===== src/rtl/dp_tpp_rotate_ctrl.sv =====
// Rotation sequencer for dp_triple_pp_buffer: tracks the AXI, NTT and MADD role
// states, pulses o_rotate when all roles are finished and issues engine starts.
module dp_tpp_rotate_ctrl #(
  parameter int CNT_WIDTH = 16
) (
  input  logic                 clk,
  input  logic                 rst,
  input  logic                 i_axi_done,
  input  logic                 i_ntt_done,
  input  logic                 i_madd_done,
  input  logic                 i_drain,
  output logic                 o_rotate,
  output logic [1:0]           o_mode,
  output logic                 o_axi_ready,
  output logic                 o_ntt_start,
  output logic                 o_madd_start,
  output logic                 o_busy,
  output logic [CNT_WIDTH-1:0] o_batch_cnt,
  output logic                 o_err
);

  typedef enum logic {
    AXI_EMPTY,
    AXI_FULL
  } axi_st_e;

  typedef enum logic [1:0] {
    ROLE_IDLE,
    ROLE_PEND,
    ROLE_BUSY,
    ROLE_DONE
  } role_st_e;

  axi_st_e              axi_st_q, axi_st_d;
  role_st_e             ntt_st_q, ntt_st_d;
  role_st_e             madd_st_q, madd_st_d;
  logic                 rotate_q, rotate_d;
  logic [1:0]           mode_q, mode_d;
  logic                 ntt_start_q, ntt_start_d;
  logic                 madd_start_q, madd_start_d;
  logic [CNT_WIDTH-1:0] batch_cnt_q, batch_cnt_d;
  logic                 err_q, err_d;

  logic axi_ok, ntt_ok, madd_ok, any_valid, rotate_cond;
  logic axi_accept, ntt_accept, madd_accept;

  always_ff @(posedge clk) begin
    if (rst) begin
      axi_st_q     <= AXI_EMPTY;
      ntt_st_q     <= ROLE_IDLE;
      madd_st_q    <= ROLE_IDLE;
      rotate_q     <= 1'b0;
      mode_q       <= 2'd0;
      ntt_start_q  <= 1'b0;
      madd_start_q <= 1'b0;
      batch_cnt_q  <= '0;
      err_q        <= 1'b0;
    end else begin
      axi_st_q     <= axi_st_d;
      ntt_st_q     <= ntt_st_d;
      madd_st_q    <= madd_st_d;
      rotate_q     <= rotate_d;
      mode_q       <= mode_d;
      ntt_start_q  <= ntt_start_d;
      madd_start_q <= madd_start_d;
      batch_cnt_q  <= batch_cnt_d;
      err_q        <= err_d;
    end
  end

  always_comb begin
    axi_st_d     = axi_st_q;
    ntt_st_d     = ntt_st_q;
    madd_st_d    = madd_st_q;
    mode_d       = mode_q;
    ntt_start_d  = 1'b0;
    madd_start_d = 1'b0;
    batch_cnt_d  = batch_cnt_q;

    axi_ok    = (axi_st_q == AXI_FULL) || i_drain;
    ntt_ok    = (ntt_st_q == ROLE_IDLE) || (ntt_st_q == ROLE_DONE);
    madd_ok   = (madd_st_q == ROLE_IDLE) || (madd_st_q == ROLE_DONE);
    any_valid = (axi_st_q == AXI_FULL) || (ntt_st_q != ROLE_IDLE) ||
                (madd_st_q != ROLE_IDLE);
    rotate_cond = axi_ok && ntt_ok && madd_ok && any_valid && !rotate_q;
    rotate_d    = rotate_cond;

    axi_accept  = i_axi_done && (axi_st_q == AXI_EMPTY);
    ntt_accept  = i_ntt_done && (ntt_st_q == ROLE_BUSY);
    madd_accept = i_madd_done && (madd_st_q == ROLE_BUSY);
    err_d = err_q || (i_axi_done && !axi_accept) || (i_ntt_done && !ntt_accept) ||
            (i_madd_done && !madd_accept);

    if (ntt_st_q == ROLE_PEND) begin
      ntt_st_d    = ROLE_BUSY;
      ntt_start_d = 1'b1;
    end
    if (madd_st_q == ROLE_PEND) begin
      madd_st_d    = ROLE_BUSY;
      madd_start_d = 1'b1;
    end
    if (ntt_accept)  ntt_st_d = ROLE_DONE;
    if (axi_accept)  axi_st_d = AXI_FULL;
    if (madd_accept) begin
      madd_st_d   = ROLE_DONE;
      batch_cnt_d = batch_cnt_q + CNT_WIDTH'(1);
    end

    // A fill finishing while a drain rotation fires lands in the RAM becoming NTT-role.
    if (rotate_cond) begin
      ntt_st_d  = ((axi_st_q == AXI_FULL) || axi_accept) ? ROLE_PEND : ROLE_IDLE;
      madd_st_d = (ntt_st_q == ROLE_DONE) ? ROLE_PEND : ROLE_IDLE;
      axi_st_d  = AXI_EMPTY;
      mode_d    = (mode_q == 2'd2) ? 2'd0 : mode_q + 2'd1;
    end
  end

  assign o_rotate     = rotate_q;
  assign o_mode       = mode_q;
  assign o_axi_ready  = !rst && (axi_st_q == AXI_EMPTY) && !rotate_q;
  assign o_ntt_start  = ntt_start_q;
  assign o_madd_start = madd_start_q;
  assign o_busy       = any_valid;
  assign o_batch_cnt  = batch_cnt_q;
  assign o_err        = err_q;

endmodule


===== config.mk =====
export PLATFORM = sky130hd
export DESIGN_NAME = dp_tpp_rotate_ctrl
export DESIGN_NICKNAME = d
export VERILOG_FILES = /design/src/rtl/dp_tpp_rotate_ctrl.sv
export SDC_FILE = /design/constraint.sdc
export NUM_CORES = 1
export LEC_CHECK = 0
export CAP_MARGIN = 0
export CORE_ASPECT_RATIO = 2
export CORE_MARGIN = 10
export CORE_UTILIZATION = 30
export DETAILED_ROUTE_END_ITERATION = 8
export GPL_ROUTABILITY_DRIVEN = 0
export SLEW_MARGIN = 20
export SYNTH_ARGS = -nofsm -noshare
export SYNTH_HDL_FRONTEND = slang
export SYNTH_SLANG_ARGS = --single-unit

===== constraint.sdc =====
create_clock -name clk -period 3.16 [get_ports clk]
set_input_delay 0.474 -clock clk [delete_from_list [all_inputs] [get_ports clk]]
set_output_delay 0.474 -clock clk [all_outputs]
set_load 0.02 [all_outputs]

-- After elaboration in Yosys (flattened, before gate mapping)
Cells that the tools add are included.
- register bits: 27
- input bits: 6
- output and inout bits: 24
- word-level logic and storage cells: 63
- add/subtract/negate cells: 2
- eq/ne operators: 7
- mux-type cells: 11
- bitwise operators: 1
- reduce and logical (&&, ||, !) cells: 33
- operator list (operator ; count):
    $add 16x1->16 const B ; 1
    $mux 2 ; 7
    $logic_and 1x1->1 ; 12
    $eq 2x2->1 const B ; 5
    $logic_or 1x1->1 ; 9
    $reduce_bool 3->1 ; 2
    $logic_not 1->1 ; 5
    $eq 2x1->1 const B ; 2
    $logic_not 2->1 ; 2
    $mux 1 ; 4
    $reduce_bool 2->1 ; 2
    $add 2x1->2 const B ; 1
    $reduce_or 2->1 ; 1
    $not 1->1 ; 1

-- Logic depth before layout (Yosys ltp)
Gate-level depths: netlist of the first run.
- word-level depth: 7
- gate-level depth with buffers: 7
- gate-level depth less buffers: 6

-- Worst setup path after synthesis of the first run
No wires, ideal clock.
- path kind: reg-to-reg
- from: register batch_cnt_q[0] (netlist: o_batch_cnt[0])
- to: register batch_cnt_q[14] (netlist: o_batch_cnt[14])
- setup time: 70 ps
- data arrival time: 1510 ps
- data required time: 3090 ps
- slack: 1580 ps
- cell stages (with the launch flop): 6
- path buffers: 0
- period minus slack after synthesis: 1580 ps
- path through: dfxtp_1 -> ha_1 -> and2_1 -> nand3_1 -> or3_1 -> a21oi_1
- longest elaborated chain between the ends: 1
- RTL lines (what ; RTL line ; text):
    from (decl) ; 41 ; logic [CNT_WIDTH-1:0] batch_cnt_q, batch_cnt_d;
    from (signal assigned) ; 66 ; batch_cnt_q <= batch_cnt_d;
    $add 16x1->16 ; 106 ; batch_cnt_d = batch_cnt_q + CNT_WIDTH'(1);
No other way between the ends.
A chain may end at the register's enable or synchronous reset.

-- Worst setup path in the final report of the first run
- from: input rst
- to: output o_axi_ready
- longest elaborated chain between the ends: 3
- RTL lines (what ; RTL line ; text):
    from (decl) ; 7 ; input logic rst,
    $logic_not 1->1 ; 120 ; assign o_axi_ready = !rst && (axi_st_q == AXI_EMPTY) && !rotate_q;
    $logic_and 1x1->1 (2 in a row) ; 120 ;
    to (decl) ; 14 ; output logic o_axi_ready,
No other way between the ends.

==> qor.csv, run 1 <==
metric;value;unit
outcome;completed;
main combinational cell family by area after synthesis;simple AND/OR/NAND/NOR gates;
Finish-stage setup viols;0;
Hold Path Class;reg -> reg;
Leak;0.566;nW
syn_area_per_cell;9.14;um2
setup ws final;0.990;ns
CTS tree;done;
Fin Setup TNS;0;ns
post-CTS setup buffers;0;
CP max FO;2;
Placed Instances;213;
Fin. Hold Viols;0;
post-layout util;39.6;%
GRT overflow;0;
Yosys cell types;30;
clk_skew;0.00242;ns
Post-Syn Area;1230;um2
pwr dens;544;nW/um2
TritonCTS buffer count;3;
DRT iter0 DRCs;31;
placed instance area;1560;um2
Hold Buf Count CTS;0;
core area;4050;um2
YS warnings;0;
sequential area share after synthesis;43.8;%
CP required;2.69;ns
nets;180;
Max H-tree Level;1;
input/output buffers;29;
DP Worst Slack;0.948;ns
vias in the first global route;1073;
first-pass iteration count of the detailed router;4;
Die X;65.3;um
Min Hold Slack;0.490;ns
Synth Area in XOR/XNOR;7.81;%
Area Growth Syn to Fin;29.8;%
Crit Path Category;in -> out;
post-cts resize count;0;
max_cap viols;0;
worst slew pin tran;0.438;ns
adder-cell share of the synthesized area;8.11;%
FF-to-FF path depth;6;
Simple-Gate Fraction of Synth Area;25.5;%
clock transition at the registers of the reported paths;0.09;ns
PnR Total Power;0.872;mW
clock buffer depth;2;
RSZ-0062 raised after global routing;no;
initial antenna violation count;0;
Max IR drop VDD;0.000463;V
final routed DRC violation total;0;
Setup crit start kind;primary input;
post-route clock period utilization;68.7;%
vias;1061;
CP Capture Point;o_axi_ready;
fmax;461;MHz
Finished Layout Cells;217;
Detail Placement HPWL;2.36;mm
total wire length;2.98;mm
Slew HR;70.7;%
CP Data Arrival Time;1.70;ns
Setup crit end kind;primary output;
chip height;111;um
RR Endpoint;o_batch_cnt[14]$_SDFFE_PP0P_;
clock sinks;27;
Initial Utilization;30.5;%
Period minus WS final;2.17;ns
Synth Area in Compound Gates;10.0;%
critical path launch point;rst;
# IOs;30;
worst r2r src;madd_st_q[0]$_SDFFE_PP0P_;
Wirelength per Cell;13.7;um
max-slew violation count;0;
pin count of the biggest net entering global routing;28;
proportion of synthesized area in mux cells;0;%
share of cells above drive strength 1;4.24;%
n_diodes;0;
Root Buffer;clkbuf_8;
die area;7230;um2
antenna viol nets, final;0;
FF+latch count, synth;27;
Worst-Skew Late Latency;0.26;ns
GRT Total Usage;8.09;%
first-pass GRT wire length;4.89;mm
Cells after Synth;135;
vias per cell;4.89;
post-route cell area;1600;um2
Synthesized Nets;149;
num rows;33;
Reg2Reg Setup Slack;1.32;ns
==> cell families (layout without fill, tap and decap cells) <==
logic type | Yosys count | count (layout)
adder cells (fa/ha/maj) | 8 | 8
AO/OA/AOI/OAI | 21 | 21
buffers and inverters | 9 | 39
flip-flops | 27 | 27
AND/OR/NAND/NOR | 59 | 59
XOR/XNOR | 11 | 11
==> synth_stat cells <==
| master | count | area share [%] |
|---|---|---|
| a211oi_1 | 3 | 1.8 |
| a21oi_1 | 9 | 3.7 |
| a31oi_1 | 1 | 0.51 |
| and2_1 | 3 | 1.5 |
| and4_1 | 2 | 1.4 |
| and4_2 | 1 | 0.81 |
| and4_4 | 1 | 0.91 |
| buf_6 | 2 | 1.8 |
| clkbuf_1 | 1 | 0.30 |
| clkbuf_8 | 1 | 1.1 |
| dfxtp_1 | 27 | 44 |
| ha_1 | 8 | 8.1 |
| inv_1 | 5 | 1.5 |
| nand2_1 | 11 | 3.3 |
| nand2_2 | 1 | 0.51 |
| nand2b_1 | 2 | 1.0 |
| nand3_1 | 3 | 1.2 |
| nand3b_1 | 2 | 1.2 |
| nand4_1 | 7 | 3.5 |
| nor2_1 | 15 | 4.6 |
| nor2b_1 | 3 | 1.5 |
| nor3_1 | 3 | 1.2 |
| o211a_1 | 1 | 0.81 |
| o211ai_1 | 1 | 0.61 |
| o21ai_0 | 5 | 2.0 |
| o31ai_1 | 1 | 0.61 |
| or3_1 | 4 | 2.0 |
| or4_1 | 1 | 0.61 |
| xnor2_1 | 2 | 1.4 |
| xor2_1 | 9 | 6.4 |
==> cell type report <==
class | instances | area (um2)
clock buffer | 4 | 45.0
fill | 456 | 2440
inverter | 5 | 18.8
multi-input combinational | 99 | 634
sequential | 27 | 541
tap | 52 | 65.1
timing repair buffer | 30 | 298
==> where the power goes <==
part	total, mW	switching (mW)	internal (mW)
sequential	0.403	0.0299	0.373
clock	0.190	0.0998	0.0900
combinational	0.279	0.157	0.121
==> cell usage in the layout (no fill, tap or decap), drive strengths merged <==
cell type	n
clkdlybuf4s50	29
dfxtp	27
nor2	15
nand2	12
a21oi	9
xor2	9
ha	8
nand4	7
inv	5
o21ai	5
or3	4
clkbuf	4
and4	4
nor3	3
nand3	3
and2	3
a211oi	3
nor2b	3
nand3b	2
nand2b	2
xnor2	2
o211a	1
o211ai	1
o31ai	1
or4	1
a31oi	1
buf	1
==> routing by layer <==
metal	up-vias	global-route usage (%)	part of all wire, %
met2	29	14.5	54
met5	-	0	0
met4	0	2.16	0.44
met3	2	3.74	9.3
li1	530	-	-
met1	500	7.87	36
==> registers in the layout, summed over array words and instances, names as in the netlist <==
name	cells
o_ntt_start	1
o_rotate	1
axi_st_q	1
ntt_st_q	2
o_batch_cnt	16
madd_st_q	2
o_mode	2
o_err	1
o_madd_start	1
==> critical path, cell delays in order <==
cell	delay, ns
clkdlybuf4s50_1	0.42
nor3_1	0.16
clkdlybuf4s50_1	0.64
==> how the worst min path moves through the flow <==
stage                     cells past startpoint                          from                      endpoint  slack [ns]
after floorplan                               2     madd_st_q[1]$_SDFFE_PP0P_     madd_st_q[1]$_SDFFE_PP0P_        0.51
after global placement                        2        o_mode[1]$_SDFFE_PP0P_        o_mode[1]$_SDFFE_PP0P_        0.47
after detailed placement                      2        o_mode[1]$_SDFFE_PP0P_        o_mode[1]$_SDFFE_PP0P_        0.48
after CTS                                     2        o_mode[1]$_SDFFE_PP0P_        o_mode[1]$_SDFFE_PP0P_        0.49
after global routing                          2  o_batch_cnt[15]$_SDFFE_PP0P_  o_batch_cnt[15]$_SDFFE_PP0P_        0.51
final                                         2  o_batch_cnt[15]$_SDFFE_PP0P_  o_batch_cnt[15]$_SDFFE_PP0P_        0.49
Note: power is estimated with default switching activity, not from simulation.
==> run 2: changes to the inputs <==
Clock period 3.16 ns to 2 ns, I/O delays scaled along.
==> run 2 against run 1 <==
Against the previous run:
- total power increased by 61%
- setup slack got worse by 0.81 ns
- sequential power increased by 59%
- first-iteration DRC count unchanged
- final area increased by 2.0%
- non-clock buffer count increased by 4
- global-route usage decreased by 0.14 points
- sequential share of layout area decreased by 0.67 points
- core utilization increased by 0.80 points
- hold slack improved by 0.012 ns
- final cell count increased by 1.8%
- die area unchanged
- critical endpoint unchanged
- largest power group unchanged
==> qor.csv, run 2 (synthesized netlist as in run 1, its figures left out) <==
metric;value;unit;change
outcome;completed;;
Crit Path Category;in -> out;;
Max H-tree Level;1;;unchanged
Initial Utilization;30.5;%;unchanged
share of cells above drive strength 1;7.10;%;+2.9 points
TritonCTS buffer count;3;;unchanged
commonest non-fill, non-tap cells in the layout;28 x clkdlybuf4s50_1, 27 x dfxtp_1, 15 x nor2_1;;
Min Hold Slack;0.502;ns;+0.0124 ns
first-pass iteration count of the detailed router;4;;unchanged
core area;4050;um2;unchanged
num rows;33;;unchanged
post-route cell area;1630;um2;+2.0%
Wirelength per Cell;13.9;um;+0.99%
Detail Placement HPWL;2.43;mm;+2.6%
vias;1067;;+0.57%
pin count of the biggest net entering global routing;28;;unchanged
total wire length;3.06;mm;+2.9%
DP Worst Slack;0.0713;ns;-0.877 ns
GRT overflow;0;;unchanged
vias in the first global route;1083;;+0.93%
nets;184;;+2.2%
input/output buffers;29;;unchanged
Leak;0.586;nW;+3.6%
fill count;455;;-0.22%
final routed DRC violation total;0;;unchanged
Hold Buf Count CTS;0;;unchanged
Sw Share;33.7;%;+0.79 points
Root Buffer;clkbuf_8;;
most common cell after layout, fill and taps aside;clkdlybuf4s50_1;;
chip height;111;um;unchanged
Worst-Skew Late Latency;0.27;ns;about the same
clk_skew;0.0119;ns;+0.00949 ns
Area Growth Syn to Fin;32.5;%;
# IOs;30;;unchanged
net load switching power;0.473;mW;+65%
Finish-stage setup viols;0;;unchanged
pwr dens;858;nW/um2;+58%
Slew HR;80.9;%;+10 points
Fin. Hold Viols;0;;unchanged
Hold Path Class;reg -> reg;;
RSZ-0062 raised after global routing;no;;
Setup crit end kind;primary output;;
Int Pwr;0.929;mW;+59%
Max IR drop VDD;0.000615;V;+33%
CTS tree;done;;
Die X;65.3;um;unchanged
worst slew pin tran;0.286;ns;-0.152 ns
n_diodes;0;;unchanged
max_cap viols;0;;unchanged
first-pass GRT wire length;4.86;mm;-0.72%
CP max FO;2;;unchanged
post-route clock period utilization;90.9;%;
Setup crit start kind;primary input;;
setup ws final;0.183;ns;-0.807 ns
Fin Setup TNS;0;ns;unchanged
DRT iter0 DRCs;31;;unchanged
max-slew violation count;0;;unchanged
placed instance area;1590;um2;+1.9%
Clk pwr share;22.4;%;+0.6 points
Period minus WS final;1.82;ns;
CP Data Arrival Time;1.52;ns;-0.18 ns
antenna viol nets, final;0;;unchanged
Combinational Power Share;32.0;%;about the same
CP required;1.70;ns;-0.99 ns
fmax;550;MHz;
vias per cell;4.83;;-1.3%
clock transition at the registers of the reported paths;0.10;ns;about the same
GRT Total Usage;7.95;%;-0.14 points
max FFs per register;16;;unchanged
clock sinks;27;;unchanged
initial antenna violation count;0;;unchanged
PnR Total Power;1.40;mW;+61%
clock buffer depth;2;;unchanged
die area;7230;um2;unchanged
Reg power frac;45.6;%;-0.7 points
-- run 2: changes by cell type in the layout (fill, tap and decap cells not counted) --
cell             change
dlygate4sd2_1        +1
clkbuf_1             -1
clkinvlp_4           +1
clkdlybuf4s50_1      -1
buf_4                +4
-- run 2: power by group through the flow --
stage | Sequential, mW | Clock, mW | Combinational (mW)
6_report | 0.640 | 0.314 | 0.448
3_5_place_dp | 0.652 | 0 | 0.463
4_1_cts | 0.640 | 0.321 | 0.454
3_3_place_gp | 0.648 | 0 | 0.454
5_1_grt | 0.648 | 0.339 | 0.487
2_1_floorplan | 0.670 | 0 | 0.243
-- run 2: per-stage QoR --
stage	util, %	cells
after global routing	40.4	221
final	40.4	221
after detailed placement	39.2	217
after CTS	40.4	221
after global placement	39.2	217
after floorplan	-	135
-- run 2: per-layer routing --
| metal | global-route usage (%) | vias to the layer above | wire [um] |
|---|---|---|---|
| met5 | 0 | - | 0 |
| met4 | 2.30 | 0 | 19 |
| met3 | 3.24 | 2 | 245 |
| met2 | 14.7 | 27 | 1580 |
| met1 | 7.51 | 502 | 1220 |
| li1 | - | 536 | - |
-- run 2: critical path: stages --
cell	delay [ns]
clkdlybuf4s50_1	0.42
nor3_1	0.15
clkdlybuf4s50_1	0.64
-- run 2: area by class of cell --
type / count / area [um2] / area share [%]
multi-input cells: 99 / 634 / 38.8
flip-flops and latches: 27 / 541 / 33.1
repair buffers: 34 / 327 / 20.0
well taps: 52 / 65.1 / 3.98
clock buffers: 3 / 41.3 / 2.53
inverters: 5 / 18.8 / 1.15
clock inverters: 1 / 7.51 / 0.459
-- run 2: repair_timing --
| action | 4_1_cts | 5_1_grt |
|---|---|---|
| endpoints found under the setup margin | 1 | 0 |
| buffers inserted | 0 | 0 |
| resized for setup | 1 | 0 |
-- run 2: final timing paths --
check	end	slack [ns]	from	cells past startpoint
max	o_axi_ready	0.18	rst	3
min	o_mode[1]$_SDFFE_PP0P_	0.50	o_mode[1]$_SDFFE_PP0P_	2
max reg2reg	o_batch_cnt[15]$_SDFFE_PP0P_	0.27	madd_st_q[0]$_SDFFE_PP0P_	6
min reg2reg	o_mode[1]$_SDFFE_PP0P_	0.50	o_mode[1]$_SDFFE_PP0P_	2
